File: config.mk
export PLATFORM = sky130hd
export DESIGN_NAME = crc16_port_arbiter
export DESIGN_NICKNAME = d
export VERILOG_FILES = /design/src/rtl/crc16_port_arbiter.sv
export SDC_FILE = /design/constraint.sdc
export NUM_CORES = 1
export LEC_CHECK = 0
export BUFFER_PORTS_ARGS = -buffer_cell sky130_fd_sc_hd__buf_2
export CAP_MARGIN = 20
export CORE_ASPECT_RATIO = 0.5
export CORE_UTILIZATION = 49
export CTS_CLUSTER_SIZE = 40
export DETAILED_ROUTE_END_ITERATION = 10
export PLACE_DENSITY = 0.84
export SYNTH_ARGS = -nofsm -noshare
export SYNTH_HDL_FRONTEND = slang
export SYNTH_SLANG_ARGS = --single-unit
File: constraint.sdc
create_clock -name clk_i -period 4 [get_ports clk_i]
set_input_delay 0.4 -clock clk_i [delete_from_list [all_inputs] [get_ports clk_i]]
set_output_delay 0.4 -clock clk_i [all_outputs]
set_load 0.05 [all_outputs]
File: src/rtl/crc16_port_arbiter.sv
// Round-robin arbiter that shares one 32-bit/cycle CRC16 (poly 0x8005, init 0xFFFF) between N ingress ports.
// Grants a whole frame at a time, forwards it downstream and reports CRC check / timeout per frame.
module crc16_port_arbiter #(
  parameter int unsigned N_PORTS = 4,
  parameter int unsigned PW      = $clog2(N_PORTS),
  parameter int unsigned TIMEOUT = 256
) (
  input  logic                  clk_i,
  input  logic                  rst_i,
  input  logic [N_PORTS-1:0]    in_valid_i,
  input  logic [N_PORTS-1:0]    in_sop_i,
  input  logic [N_PORTS-1:0]    in_eop_i,
  input  logic [32*N_PORTS-1:0] in_data_i,
  output logic [N_PORTS-1:0]    in_ready_o,
  output logic                  out_valid_o,
  output logic                  out_sop_o,
  output logic                  out_eop_o,
  output logic [31:0]           out_data_o,
  output logic [PW-1:0]         out_port_o,
  input  logic                  out_ready_i,
  output logic                  res_valid_o,
  output logic [PW-1:0]         res_port_o,
  output logic                  res_ok_o,
  output logic                  res_timeout_o,
  output logic [15:0]           res_crc_o,
  output logic                  busy_o
);

  localparam int unsigned DW = 32;
  localparam int unsigned CW = 16;
  localparam int unsigned TW = $clog2(TIMEOUT) + 1;
  localparam logic [CW-1:0] CRC_INIT = 16'hFFFF;
  localparam logic [CW-1:0] CRC_POLY = 16'h8005;

  typedef enum logic [1:0] {
    S_IDLE   = 2'd0,
    S_GRANT  = 2'd1,
    S_STREAM = 2'd2,
    S_RESULT = 2'd3
  } state_e;

  // MSB-first CRC16 over one 32-bit word; data[31] enters the register first.
  function automatic logic [CW-1:0] crc16_32bit(input logic [CW-1:0] crc, input logic [DW-1:0] data);
    logic [CW-1:0] c;
    logic          fb;
    c = crc;
    for (int i = DW - 1; i >= 0; i--) begin
      fb = c[CW-1] ^ data[i];
      c  = {c[CW-2:0], 1'b0} ^ (fb ? CRC_POLY : '0);
    end
    return c;
  endfunction

  state_e          state_q;
  logic [PW-1:0]   rr_ptr_q;
  logic [PW-1:0]   g_q;
  logic [CW-1:0]   crc_q;
  logic [TW-1:0]   tmo_cnt_q;
  logic            err_q;
  logic            first_q;
  logic            cmp_q;
  logic            timeout_q;
  logic            res_valid_q;
  logic [PW-1:0]   res_port_q;
  logic            res_ok_q;
  logic            res_timeout_q;
  logic [CW-1:0]   res_crc_q;
  logic            busy_q;

  logic [DW-1:0]      port_data [N_PORTS];
  logic [N_PORTS-1:0] eligible;
  logic               pick_found;
  logic [PW-1:0]      pick_idx;
  logic               stream;
  logic               g_valid;
  logic               g_sop;
  logic               g_eop;
  logic [DW-1:0]      g_data;
  logic               accept;
  logic [CW-1:0]      crc_next;
  logic [TW-1:0]      tmo_inc;
  logic               tmo_hit;
  logic [PW-1:0]      rr_next;

  for (genvar gi = 0; gi < N_PORTS; gi++) begin : g_unpack
    assign port_data[gi] = in_data_i[DW*gi +: DW];
  end

  assign eligible = in_valid_i & in_sop_i;

  // First eligible port at or after rr_ptr, wrapping around.
  always_comb begin
    int unsigned idx;
    idx        = 0;
    pick_found = 1'b0;
    pick_idx   = '0;
    for (int unsigned k = 0; k < N_PORTS; k++) begin
      idx = 32'(rr_ptr_q) + k;
      if (idx >= N_PORTS) idx = idx - N_PORTS;
      if (!pick_found && eligible[PW'(idx)]) begin
        pick_found = 1'b1;
        pick_idx   = PW'(idx);
      end
    end
  end

  assign stream   = (state_q == S_STREAM);
  assign g_valid  = in_valid_i[g_q];
  assign g_sop    = in_sop_i[g_q];
  assign g_eop    = in_eop_i[g_q];
  assign g_data   = port_data[g_q];
  assign accept   = stream & g_valid & out_ready_i;
  assign crc_next = crc16_32bit(crc_q, g_data);
  assign tmo_inc  = tmo_cnt_q + TW'(1);
  assign tmo_hit  = (tmo_inc == TW'(TIMEOUT - 1));
  assign rr_next  = (g_q == PW'(N_PORTS - 1)) ? '0 : g_q + PW'(1);

  // Granted port is passed straight through while streaming; everything is zero otherwise.
  always_comb begin
    in_ready_o  = '0;
    out_valid_o = 1'b0;
    out_sop_o   = 1'b0;
    out_eop_o   = 1'b0;
    out_data_o  = '0;
    out_port_o  = '0;
    if (stream) begin
      in_ready_o[g_q] = out_ready_i;
      out_valid_o     = g_valid;
      out_sop_o       = g_sop;
      out_eop_o       = g_eop;
      out_data_o      = g_data;
      out_port_o      = g_q;
    end
  end

  always_ff @(posedge clk_i or posedge rst_i) begin
    if (rst_i) begin
      state_q       <= S_IDLE;
      rr_ptr_q      <= '0;
      g_q           <= '0;
      crc_q         <= CRC_INIT;
      tmo_cnt_q     <= '0;
      err_q         <= 1'b0;
      first_q       <= 1'b0;
      cmp_q         <= 1'b0;
      timeout_q     <= 1'b0;
      res_valid_q   <= 1'b0;
      res_port_q    <= '0;
      res_ok_q      <= 1'b0;
      res_timeout_q <= 1'b0;
      res_crc_q     <= '0;
      busy_q        <= 1'b0;
    end else begin
      res_valid_q <= 1'b0;
      unique case (state_q)
        S_IDLE: begin
          busy_q <= pick_found;
          if (pick_found) begin
            g_q     <= pick_idx;
            state_q <= S_GRANT;
          end
        end
        S_GRANT: begin
          crc_q     <= CRC_INIT;
          tmo_cnt_q <= '0;
          err_q     <= 1'b0;
          first_q   <= 1'b1;
          cmp_q     <= 1'b0;
          timeout_q <= 1'b0;
          busy_q    <= 1'b1;
          state_q   <= S_STREAM;
        end
        S_STREAM: begin
          busy_q <= 1'b1;
          // Only an absent word counts toward the timeout; backpressure does not.
          if (g_valid) begin
            tmo_cnt_q <= '0;
          end else if (tmo_hit) begin
            tmo_cnt_q <= tmo_inc;
            timeout_q <= 1'b1;
            state_q   <= S_RESULT;
          end else begin
            tmo_cnt_q <= tmo_inc;
          end
          if (accept) begin
            first_q <= 1'b0;
            if (g_sop && !first_q) err_q <= 1'b1;
            if (g_eop) begin
              cmp_q   <= (crc_q == g_data[CW-1:0]);
              state_q <= S_RESULT;
            end else begin
              crc_q <= crc_next;
            end
          end
        end
        S_RESULT: begin
          res_valid_q   <= 1'b1;
          res_port_q    <= g_q;
          res_crc_q     <= crc_q;
          res_timeout_q <= timeout_q;
          res_ok_q      <= cmp_q & ~err_q & ~timeout_q;
          rr_ptr_q      <= rr_next;
          busy_q        <= 1'b0;
          state_q       <= S_IDLE;
        end
        default: begin
          busy_q  <= 1'b0;
          state_q <= S_IDLE;
        end
      endcase
    end
  end

  assign res_valid_o   = res_valid_q;
  assign res_port_o    = res_port_q;
  assign res_ok_o      = res_ok_q;
  assign res_timeout_o = res_timeout_q;
  assign res_crc_o     = res_crc_q;
  assign busy_o        = busy_q;

endmodule
# --- After elaboration in Yosys (flattened, before gate mapping) ---
# Cells that the tools add are included.
classes:
  addsub: 9
  n_lt_le_gt_ge: 11
  n_eq_ne: 13
  n_mux: 94
  bitwise_logic: 73
  reduce_logical: 18
ops:
  columns: ["op", "count"]
  rows:
  - ["2-to-1 mux 16 bit", 34]
  - ["bitwise XOR 16 bit", 32]
  - ["2-to-1 mux 32 bit", 3]
  - ["binary-select mux 32 bit (select 2 bit)", 1]
  - ["case mux 16 bit (2 select lines)", 1]
  - ["bitwise XOR 1 bit", 32]
  - ["2-to-1 mux 2 bit", 15]
  - ["2-to-1 mux 1 bit", 23]
  - ["case mux 9 bit (2 select lines)", 1]
  - ["== test 16 bit", 1]
  - ["less-than comparator 2 x 3 -> 1 bit, second input constant", 5]
  - ["binary-select mux 1 bit (select 2 bit)", 7]
  - [">= comparator 3 bit, second input constant", 4]
  - ["AND reduction 3 bit", 4]
  - ["adder 9 x 1 -> 9 bit, second input constant", 1]
  - ["== test 9 x 8 -> 1 bit, second input constant", 1]
  - ["2-to-1 mux 9 bit", 1]
  - ["AND 4 bit", 2]
  - ["inequality test 2 x 1 -> 1 bit, second input constant", 4]
  - ["case mux 1 bit (2 select lines)", 4]
  - ["case mux 2 bit (4 select lines)", 1]
  - ["subtractor 2 x 1 -> 2 bit, second input constant", 4]
  - ["adder 2 x 2 -> 3 bit, second input constant", 2]
  - ["== test 2 bit, second input constant", 3]
  - ["other kinds (18)", 32]
word_totals:
  ff_bits: 57
  in_bits: 143
  word_cells: 233

# --- Longest topological paths before layout ---
# Gate-level depths: netlist (run 1).
logic_depth:
  ltp_word: 103
  depth_mapped: 11
  mapped_depth_nobuf: 8

# --- Worst setup path before layout (run 1) ---
# OpenSTA, ideal clock, no wires.
synth_timing:
  path_kind: "flip-flop to flip-flop"
  start: "register g_q[0]"
  end: "register crc_q[0]"
  arrival_time_ps: 2956
  t_required_ps: 3920
  path_slack_ps: 965
  stages_incl_launch_ff: 11
  n_path_buf: 3
  synth_period_minus_slack_ps: 3035
  cell_sequence: "dfrtp_1 > buf_6 > buf_6 > buf_4 > mux4_2 > xnor2_1 > xnor2_1 > xor2_1 > xnor3_2 > xnor3_1 > o22a_1"
synth_between:
  elab_chain_len: 103
synth_lines:
  columns: ["element", "line_no", "text"]
  rows:
  - ["start: declaration", "56", "logic [PW-1:0] g_q;"]
  - ["start signal: assignment", "159", "g_q <= pick_idx;"]
  - ["NOT 2 -> 3 bit (implied by the code)", "111", "assign g_data = port_data[g_q];"]
  - ["binary-select mux 32 bit (select 2 bit)", "111", null]
  - ["2-to-1 mux 32 bit (implied by the code) (2 in series)", "111", null]
  - ["bitwise XOR 1 bit", "48", "fb = c[CW-1] ^ data[i];"]
  - ["2-to-1 mux 16 bit", "49", "c = {c[CW-2:0], 1'b0} ^ (fb ? CRC_POLY : '0);"]
  - ["bitwise XOR 16 bit", "49", null]
  - ["bitwise XOR 1 bit", "48", null]
  - ["2-to-1 mux 16 bit", "49", null]
  - ["[86 not listed]", null, null]
  - ["2-to-1 mux 16 bit", "49", null]
  - ["bitwise XOR 16 bit", "49", null]
  - ["bitwise XOR 1 bit", "48", null]
  - ["2-to-1 mux 16 bit", "49", null]
  - ["bitwise XOR 16 bit", "49", null]
  - ["2-to-1 mux 16 bit", "188", "if (g_eop) begin"]
  - ["2-to-1 mux 16 bit", "185", "if (accept) begin"]
  - ["case mux 16 bit (2 select lines)", "155", "unique case (state_q)"]
  - ["end signal: assignment", "192", "crc_q <= crc_next;"]
  - ["end: declaration", "57", "logic [CW-1:0] crc_q;"]
# Several ways; a longest one is shown, not always the timed one. The select of a mux whose other input is x is not followed.
# A chain may end at the register's enable or synchronous reset.

# --- Final worst setup path (run 1) ---
layout_timing:
  start: "register g_q[1]"
  end: "register crc_q[1]"
layout_between:
  elab_chain_len: 101
layout_lines:
  columns: ["element", "line_no"]
  rows:
  - ["NOT 2 -> 3 bit (implied by the code)", "111"]
  - ["binary-select mux 32 bit (select 2 bit)", "111"]
  - ["2-to-1 mux 32 bit (implied by the code) (2 in series)", "111"]
  - ["bitwise XOR 1 bit", "48"]
  - ["2-to-1 mux 16 bit", "49"]
  - ["bitwise XOR 16 bit", "49"]
  - ["bitwise XOR 1 bit", "48"]
  - ["2-to-1 mux 16 bit", "49"]
  - ["[83 not listed]", null]
  - ["2-to-1 mux 16 bit", "49"]
  - ["bitwise XOR 16 bit", "49"]
  - ["bitwise XOR 1 bit", "48"]
  - ["2-to-1 mux 16 bit", "49"]
  - ["bitwise XOR 16 bit (2 in series)", "49"]
  - ["2-to-1 mux 16 bit", "188"]
  - ["2-to-1 mux 16 bit", "185"]
  - ["case mux 16 bit (2 select lines)", "155"]
# Several ways; a longest one is shown, not always the timed one. The select of a mux whose other input is x is not followed.

==> run summary, run 1 <==
status - completed
Critical Path End Type - flop
gr ovfl total - 0
Initial Util - 52.2%
WL final - 14.3 mm
clock tree buffer depth - 2
EDFF count, synth - 0
PD cells - 1310 nW/um^2
synth warn - 0
routed vias - 4176
DIE HEIGHT - 71.3 um
clk_lat worst skew - 0.32 ns
Sw Ratio - 41.3%
post-route setup TNS - 0 ns
Post-CTS Resized - 0
maxcap violations - 0
first-pass GRT wire length - 22.6 mm
Async SR Flop Fraction - 100%
Unique masters post-synth - 48
First-pass DRT Iterations - 6
die width - 141 um
internal cell power - 4750 uW
port buffer count - 205
Post-CTS Setup Bufs - 0
remaining antenna violation count after routing - 0
Final Cycle Share - 83.8%
worst slew pin tran - 0.830 ns
initial antenna violation count - 0
NumNets Final - 773
final core utilization - 68.8%
Mean Syn Cell Area - 11.3 um^2
detail-routed via count per cell - 5.62
Clock Sinks - 57
slowest stage delay, CP - 0.69 ns
final setup violating endpoints - 0
CORE AREA - 9010 um^2
ys flop type - dfrtp_1
hold slack final - 0.0971 ns
Syn Nets - 568
num rows - 24
Area Growth Syn to Fin - 31.7%
iteration-0 DRC count of the detailed router - 330
overall power - 8090 uW
routability-driven placement congestion ratio - 0.854
Slew HR - 43.2%
Clock Tree Root - clkbuf_16
DP HPWL - 11.3 mm
HP Class - in2async
Worst Path Arrival - 3.59 ns
startpoint types - flop
number of global-route vias before repair - 4265
RSZ-0062 raised after global routing - no
Clock Power Share - 10.0%
sequential power share - 11.6%
gr usage total - 29.8%
H-Tree Depth - 3
fill cell count - 679
Final Hold Violating Endpoints - 0
fin crit period - 3.35 ns
die area - 10000 um^2
CTS Buf Count - 9
Synth top area share - 21.8%
CP Max Fanout - 14
worst endpoint required time - 4.24 ns
area leader, netlist - dfrtp_1
start-to-end type of the worst setup path - reg2reg
maximum clock frequency - 298 MHz
sequential area share after synthesis - 30.7%
CTS tree - yes
# hold bufs at CTS - 0
worst path cell trace - buf_4 > buf_4 > mux4_2 > xnor2_1 > xnor2_1 > xnor3_2 > xnor3_2 > xnor3_1 > a21oi_1
combinational fraction of design power - 78.4%
clock skew - 0.0107 ns
Synth area leaders - dfrtp_1 (22%), mux4_2 (16%), dfstp_2 (8.9%)
proportion of layout cells with a drive suffix above 1 - 50.4%
worst vdd ir - 1600 uV
WL/cell - 19.3 um
drt drc - 0
# IOs - 206
Worst-path clk slew - 0.05 ns
number of synthesized register bits - 57
Syn Std Cell Area - 4710 um^2
Psw - 3340 uW
Syn Inst Count - 415
largest net degree at the start of global routing - 47
Static Leak - 0.00284 uW
Slowest-stage cell, CP - dfrtp_1
max-slew violations - 0
-- layout by cell type, fill, tap and decap left out, drive strengths merged, types with 2 or more instances in the layout --
cell type	n
nor4	3
ha	10
o41ai	2
nand4	4
o21ai	14
o21a	3
o22a	2
nand3b	2
clkinv	3
nor2	28
buf	214
nand3	7
nand2	23
inv	12
dfrtp	41
bufinv	2
nor3b	3
and3	7
xor2	31
mux4	35
nand2b	3
and2	37
xnor2	48
o22ai	3
dfstp	16
mux2	22
clkbuf	11
a21oi	16
xnor3	11
-- power groups by stage --
stage	clock network (uW)	registers, uW	logic [uW]
floorplan	0	1130	5130
global route	849	961	6730
global placement	0	939	6200
detailed placement	0	943	6270
finish	811	939	6340
CTS	823	938	6290
-- layout make-up --
| type | instances | area [um^2] | share of cell area (%) |
|---|---|---|---|
| Multi-Input combinational cell | 326 | 3110 | 50.2 |
| Sequential cell | 57 | 1450 | 23.4 |
| Timing Repair Buffer | 214 | 1130 | 18.2 |
| Clock buffer | 11 | 243 | 3.92 |
| Tap cell | 117 | 146 | 2.36 |
| Clock inverter | 5 | 78.8 | 1.27 |
| Inverter | 12 | 45.0 | 0.727 |
| Antenna cell | 1 | 2.50 | 0.0404 |
-- registers in the layout (all words and copies together) (netlist names), 2 cells and up --
register    cells
crc_q          16
rr_ptr_q        2
g_q             2
tmo_cnt_q       9
res_crc_o      16
res_port_o      2
state_q         2
-- cells in the mapped netlist (4+ instances only) --
cell type and instances:
xnor2_1 45, and3_1 7, ha_1 10, dfrtp_1 41, mux2_2 22, dfstp_2 16, clkbuf_1 11, nand4_1 4
xnor3_2 4, and2_1 36, xor2_1 29, a21oi_1 16, o21ai_0 14, mux4_2 34, inv_1 12, nor2_1 28
nand3_1 7, nand2_1 23, buf_2 4, xnor3_1 7
-- per-stage QoR --
step	worst slack [ns]	std cells	instance area [um^2]
CTS	0.649	741	6170
global placement	0.782	725	5850
global route	0.496	742	6190
finish	0.648	743	6200
floorplan	0.965	415	4710
detailed placement	0.661	725	5850
-- metal layers --
metal / wire length, um / global-route usage [%]
met5: 0 / 0
met4: 176 / 6.16
met3: 929 / 7.75
met2: 7010 / 50.2
met1: 6230 / 39.6
-- cell families after synthesis --
| group | after synthesis | synth area share, % |
|---|---|---|
| AND/OR/NAND/NOR | 117 | 12.8 |
| XOR/XNOR | 91 | 21.6 |
| multiplexers | 58 | 22.3 |
| flip-flops | 57 | 30.7 |
| AO/OA/AOI/OAI | 50 | 6.62 |
| buffers and inverters | 32 | 3.22 |
| adder cells (fa/ha/maj) | 10 | 2.66 |
-- critical path, delay by kind of cell (launching register included) --
kind	cells	cell delay [ns]
muxes	1	0.33
DFF	1	0.69
AOI/OAI and AO/OA	1	0.18
buffers and inverters	2	0.53
xor gates and xnor gates	5	1.52
-- worst paths after layout --
check                                          from                       end  slack [ns]  cells past startpoint
min reg2reg                res_crc_o[7]$_DFFE_PP0P_  res_crc_o[7]$_DFFE_PP0P_        0.50                      1
max                              g_q[1]$_DFFE_PP0P_      crc_q[1]$_DFFE_PP1P_        0.65                      9
max reg2reg                      g_q[1]$_DFFE_PP0P_      crc_q[1]$_DFFE_PP1P_        0.65                      9
min in group clk_i                      out_ready_i       first_q$_DFFE_PP0P_        0.48                      4
min                                           rst_i  tmo_cnt_q[3]$_DFFE_PP0P_         0.1                      2
max in group asynchronous                     rst_i      crc_q[4]$_DFFE_PP1P_        3.05                      3
No activity file was read; power rests on OpenSTA's default activity.
==> inputs of run 2 (changes only) <==
--- a/config.mk
+++ b/config.mk
@@ -5,13 +5,14 @@
 export SDC_FILE = /design/constraint.sdc
 export NUM_CORES = 1
 export LEC_CHECK = 0
+export ABC_AREA = 1
 export BUFFER_PORTS_ARGS = -buffer_cell sky130_fd_sc_hd__buf_2
 export CAP_MARGIN = 20
 export CORE_ASPECT_RATIO = 0.5
-export CORE_UTILIZATION = 49
+export CORE_UTILIZATION = 51
 export CTS_CLUSTER_SIZE = 40
 export DETAILED_ROUTE_END_ITERATION = 10
-export PLACE_DENSITY = 0.84
+export PLACE_DENSITY = 0.85
 export SYNTH_ARGS = -nofsm -noshare
 export SYNTH_HDL_FRONTEND = slang
 export SYNTH_SLANG_ARGS = --single-unit
==> constraint.sdc (replaced) <==
create_clock -name clk_i -period 3.4 [get_ports clk_i]
set_input_delay 0.34 -clock clk_i [delete_from_list [all_inputs] [get_ports clk_i]]
set_output_delay 0.34 -clock clk_i [all_outputs]
set_load 0.05 [all_outputs]
==> run 2 against run 1 <==
Net effect:
- the flow now finishes with violations (design-rule violations, negative setup slack)
- critical path depth increased by 38
- sequential share of layout area decreased by 5.8 points
- die area increased by 11%
- maximum frequency decreased by 32%
- area after synthesis increased by 16%
- critical endpoint is now crc_q[0]$_DFFE_PP1P_
==> run summary, run 2 <==
status - finished, violations left
failing checks - design-rule violations, negative setup slack
# IOs - 206
first-pass GRT wire length - 28.5 mm
Async SR Flop Fraction - 100%
final worst slack - -1.55 ns
Final Cycle Share - 146%
CP Max Fanout - 6
WL final - 23.2 mm
die width - 148 um
list of most frequent post-synthesis cells - nand2_1 (237), inv_1 (89), nor2_1 (65), nand3_1 (59), xor2_1 (45)
First-pass DRT Iterations - 9
most frequent cells in the layout - buf_2 (206), nand2_1 (200), buf_4 (112)
worst slew pin tran - 0.913 ns
Initial Util - 52.9%
max-slew violations - 0
commonest non-fill, non-tap cell in the layout - buf_2
gr ovfl total - 0
startpoint types - flop
iteration-0 DRC count of the detailed router - 902
diode count - 0
Sequential Area - 1450 um^2
Mean Syn Cell Area - 6.83 um^2
Syn Std Cell Area - 5440 um^2
WL/cell - 18.6 um
clk_lat worst skew - 0.32 ns
HP Class - in2async
most frequent cell after synthesis - nand2_1
routed vias - 7232
slowest stage delay, CP - 0.49 ns
sequential area share after synthesis - 26.6%
met3 Usage GRT - 6.18%
number of global-route vias before repair - 5867
Worst Path Arrival - 5.22 ns
H-Tree Depth - 3
Synth top area share - 18.9%
ys flop type - dfrtp_1
CTS Buf Count - 9
# hold bufs at CTS - 0
fin crit period - 4.95 ns
area leader, netlist - dfrtp_1
CTS tree - yes
DIE HEIGHT - 75 um
num rows - 26
maxcap violations - 0
gr usage total - 33.8%
clock skew - 0.00228 ns
cell mode on critical path - nand2_4
drt drc - 2
Clock Tree Root - clkbuf_16
Worst-path clk slew - 0.05 ns
Final Hold Violating Endpoints - 0
initial antenna violation count - 0
proportion of layout cells with a drive suffix above 1 - 44.5%
grt met2 use - 59.7%
Syn Nets - 949
RSZ-0062 raised after global routing - yes
port buffer count - 205
hold slack final - 0.182 ns
worst endpoint required time - 3.67 ns
Unique masters post-synth - 47
synth warn - 0
Critical Path End Type - flop
Slowest-stage cell, CP - dfrtp_4
Most Crowded Layer GR - met2
M1 GR Usage - 42.5%
EDFF count, synth - 0
final setup violating endpoints - 10
clock tree buffer depth - 2
die area - 11100 um^2
final cell count without fillers - 1247
remaining antenna violation count after routing - 0
Register-to-Register Path Depth - 47
maximum clock frequency - 202 MHz
Clock Sinks - 57
CORE AREA - 10300 um^2
DP HPWL - 13.9 mm
Slew HR - 39.1%
multi-input combinational cell area - 3910 um^2
NumNets Final - 1255
Area Growth Syn to Fin - 52.3%
Syn Inst Count - 796
Synth area leaders - dfrtp_1 (19%), nand2_1 (16%), dfstp_2 (7.7%)
number of synthesized register bits - 57
largest net degree at the start of global routing - 39
fill cell count - 598
routability-driven placement congestion ratio - 0.914
placed cell count - 1204
start-to-end type of the worst setup path - reg2reg
detail-routed via count per cell - 5.80
==> run 2: cell families (layout without fill, tap and decap cells) <==
family	count (synthesis)	count (layout)	share of synthesized area (%)
simple gates	402	402	32.3
xor+xnor	69	69	12.6
fa+ha+maj	10	10	2.30
buf+inv	129	440	10.8
compound gates	129	129	15.4
flops	57	57	26.6
==> run 2: per-layer routing <==
layer	wire, um	up-vias
met5	0	-
met2	10600	614
li1	-	3180
met1	8190	3268
met3	2890	170
met4	1520	0
==> run 2: metrics by stage <==
stage / TNS, ns / setup WS, ns / utilization [%] / instance area, um^2
2_1_floorplan: -4.43 / -0.641 / - / 5470
3_3_place_gp: -5.72 / -0.742 / 70.4 / 7240
3_5_place_dp: -7.22 / -0.922 / 70.4 / 7240
4_1_cts: -7.27 / -0.915 / 75.5 / 7760
5_1_grt: -16.07 / -1.84 / 80.6 / 8280
6_report: -13.22 / -1.55 / 80.6 / 8280
==> run 2: worst paths after layout <==
check | startpoint | slack, ns | end
hold / removal | rst_i | 0.18 | res_crc_o[2]$_DFFE_PP0P_
min in group clk_i | res_crc_o[5]$_DFFE_PP0P_ | 0.47 | res_crc_o[5]$_DFFE_PP0P_
setup / recovery | g_q[0]$_DFFE_PP0P_ | -1.55 | crc_q[0]$_DFFE_PP1P_
max in group asynchronous | rst_i | 2.36 | crc_q[15]$_DFFE_PP1P_
hold reg to reg | res_crc_o[5]$_DFFE_PP0P_ | 0.47 | res_crc_o[5]$_DFFE_PP0P_
setup reg to reg | g_q[0]$_DFFE_PP0P_ | -1.55 | crc_q[0]$_DFFE_PP1P_
==> run 2: layout make-up <==
type / count / share of cell area, %
inverters: 95 / 4.47
clock inverters: 5 / 0.680
repair inverters: 1 / 0.136
flip-flops and latches: 57 / 17.5
repair buffers: 328 / 25.0
well taps: 140 / 2.12
multi-input cells: 610 / 47.2
clock buffers: 11 / 2.81
==> run 2: repair_timing <==
item                                   4_1_cts  5_1_grt
pin swaps                                    7       14
resized for setup                           37       80
buffers inserted                             9       16
endpoints found under the hold margin        0        0
setup endpoints to repair                    9       10
gates cloned                                 1        2
==> run 2: critical path: cells and delay by family, from the launching register on <==
| family | cells | cell delay [ns] |
|---|---|---|
| xor gates and xnor gates | 1 | 0.20 |
| buffers and inverters | 5 | 0.48 |
| AOI/OAI and AO/OA | 1 | 0.06 |
| and+or+nand+nor | 40 | 3.61 |
| DFF | 1 | 0.49 |
Power of run 2 is not shown: default switching activity piles up to over one toggle a cycle in this logic, so the estimate is an artifact.
==> inputs of run 3 (changes only) <==
--- a/config.mk
+++ b/config.mk
@@ -5,14 +5,15 @@
 export SDC_FILE = /design/constraint.sdc
 export NUM_CORES = 1
 export LEC_CHECK = 0
-export ABC_AREA = 1
+export ABC_AREA = 0
 export BUFFER_PORTS_ARGS = -buffer_cell sky130_fd_sc_hd__buf_2
 export CAP_MARGIN = 20
 export CORE_ASPECT_RATIO = 0.5
-export CORE_UTILIZATION = 51
+export CORE_UTILIZATION = 50
+export CTS_BUF_LIST = sky130_fd_sc_hd__clkbuf_4 sky130_fd_sc_hd__clkbuf_8
 export CTS_CLUSTER_SIZE = 40
 export DETAILED_ROUTE_END_ITERATION = 10
-export PLACE_DENSITY = 0.85
+export PLACE_DENSITY = 0.86
 export SYNTH_ARGS = -nofsm -noshare
 export SYNTH_HDL_FRONTEND = slang
 export SYNTH_SLANG_ARGS = --single-unit
==> run 3 against run 2 <==
Net effect:
- the flow finishes with violations (design-rule violations)
- die area is 11% lower
- non-clock buffer count is 111 lower
- critical path depth shrank 40
- cell area fell by 26%
- first-iteration DRC count shrank 62%
- highest routed layer unchanged
- clock skew grew 0.0083 ns
==> run summary, run 3 (synthesis gave the netlist of run 1 again) <==
max-slew violations - 0
Initial Util - 52.8%
die width - 139 um
diode count - 0
worst endpoint required time - 3.67 ns
maximum clock frequency - 309 MHz
Psw - 3940 uW
initial antenna violation count - 0
first-pass GRT wire length - 21.9 mm
Final Hold Violating Endpoints - 0
WL final - 13.9 mm
WL/cell - 18.6 um
NumNets Final - 776
H-Tree Depth - 3
commonest non-fill, non-tap cell in the layout - buf_2
Sequential Area - 1450 um^2
Worst-path clk slew - 0.07 ns
detail-routed via count per cell - 5.60
multi-input combinational cell area - 3110 um^2
start-to-end type of the worst setup path - reg2reg
PD cells - 1520 nW/um^2
Final Cycle Share - 95.0%
DIE HEIGHT - 70.6 um
worst r2r src - g_q[0]$_DFFE_PP0P_
failing checks - design-rule violations
proportion of layout cells with a drive suffix above 1 - 50.8%
fill cell count - 659
gr usage total - 29.3%
Static Leak - 0.00280 uW
First-pass DRT Iterations - 7
Sw Ratio - 42.4%
routability-driven placement congestion ratio - 0.910
port buffer count - 205
worst slew pin tran - 0.781 ns
CORE AREA - 8920 um^2
# hold bufs at CTS - 0
sequential power share - 11.7%
worst setup path start - g_q[0]$_DFFE_PP0P_
worst vdd ir - 1340 uV
CTS tree - yes
placed cell count - 728
clock tree buffer depth - 2
Clock Tree Root - clkbuf_8
drt drc - 4
fin crit period - 3.23 ns
Clock Power Share - 7.0%
Worst Path Arrival - 3.50 ns
most frequent cells in the layout - buf_2 (205), xnor2_1 (45), dfrtp_1 (40)
die area - 9830 um^2
combinational fraction of design power - 81.3%
maxcap violations - 0
Critical Path End Type - flop
startpoint types - flop
HP Class - in2async
Post-CTS Setup Bufs - 0
num rows - 24
iteration-0 DRC count of the detailed router - 344
RSZ-0062 raised after global routing - no
Post-CTS Resized - 0
DP HPWL - 11.1 mm
Slew HR - 46.6%
remaining antenna violation count after routing - 0
clk_lat worst skew - 0.34 ns
Clock Sinks - 57
# IOs - 206
internal cell power - 5350 uW
CP Max Fanout - 28
status - finished, violations left
post-route setup TNS - 0 ns
final cell count without fillers - 745
clock skew - 0.0106 ns
Area Growth Syn to Fin - 29.8%
routed vias - 4170
number of global-route vias before repair - 4273
CTS Buf Count - 9
final setup violating endpoints - 0
gr ovfl total - 0
largest net degree at the start of global routing - 47
run 3: cell count changes in the layout (fill, tap and decap cells not counted), sizes merged, moves of 22 or more:
cell | previous run | this run
a32o | 24 | 0
and2 | 0 | 37
buf | 326 | 217
inv | 95 | 12
mux2 | 0 | 22
mux4 | 0 | 35
nand2 | 256 | 23
nand3 | 71 | 7
nor2 | 65 | 28
o21ai | 41 | 14
xnor2 | 17 | 48
run 3: layer usage:
layer | GRT usage [%] | vias to the layer above | part of all wire (%)
met5 | 0 | - | 0
met3 | 8.12 | 25 | 8.2
li1 | - | 1897 | -
met4 | 6.42 | 0 | 1.2
met2 | 48.6 | 196 | 48
met1 | 38.9 | 2052 | 43
run 3: critical path, stage by stage, from the launching register on:
cell,delay [ns]
dfrtp_2,0.43
buf_12,0.25
mux4_2,0.59
xor3_2,0.46
xnor3_2,0.44
xnor3_2,0.42
xnor3_1,0.39
o22a_1,0.16
run 3: worst paths after layout:
| path | endpoint | slack, ns | depth (start not counted) |
|---|---|---|---|
| worst max-delay path | crc_q[0]$_DFFE_PP1P_ | 0.17 | 7 |
| worst min-delay path | tmo_cnt_q[3]$_DFFE_PP0P_ | 0.08 | 2 |
| worst max register to register | crc_q[0]$_DFFE_PP1P_ | 0.17 | 7 |
| worst min register to register | res_ok_o$_DFFE_PP0P_ | 0.49 | 1 |
| max in group asynchronous | crc_q[8]$_DFFE_PP1P_ | 2.47 | 3 |
| min in group clk_i | first_q$_DFFE_PP0P_ | 0.41 | 4 |
run 3: power by group through the flow:
stage          clock [uW]  combinational, uW  sequential (uW)
3_3_place_gp            0               7320             1090
3_5_place_dp            0               7480             1090
2_1_floorplan           0               6030             1330
4_1_cts               655               7490             1090
5_1_grt               689               8010             1110
6_report              649               7550             1080
run 3: area by class of cell:
class | instances | area share (%)
timing repair buffer | 217 | 19.0
multi-input combinational | 326 | 50.9
clock buffer | 13 | 2.62
clock inverter | 3 | 0.655
tap | 117 | 2.40
sequential | 57 | 23.7
inverter | 12 | 0.737
run 3: metrics by stage:
step | hold WS, ns | total power (uW) | util [%] | instance area [um^2] | setup slack (ns)
final | 0.0759 | 9280 | 68.5 | 6110 | 0.169
after detailed placement | 0.437 | 8570 | 65.9 | 5880 | 0.177
after global placement | 0.436 | 8400 | 65.9 | 5880 | 0.273
after floorplan | 0.446 | 7370 | - | 4710 | 0.365
after CTS | 0.0676 | 9230 | 68.2 | 6080 | 0.163
after global routing | 0.107 | 9810 | 68.5 | 6110 | 0.0418
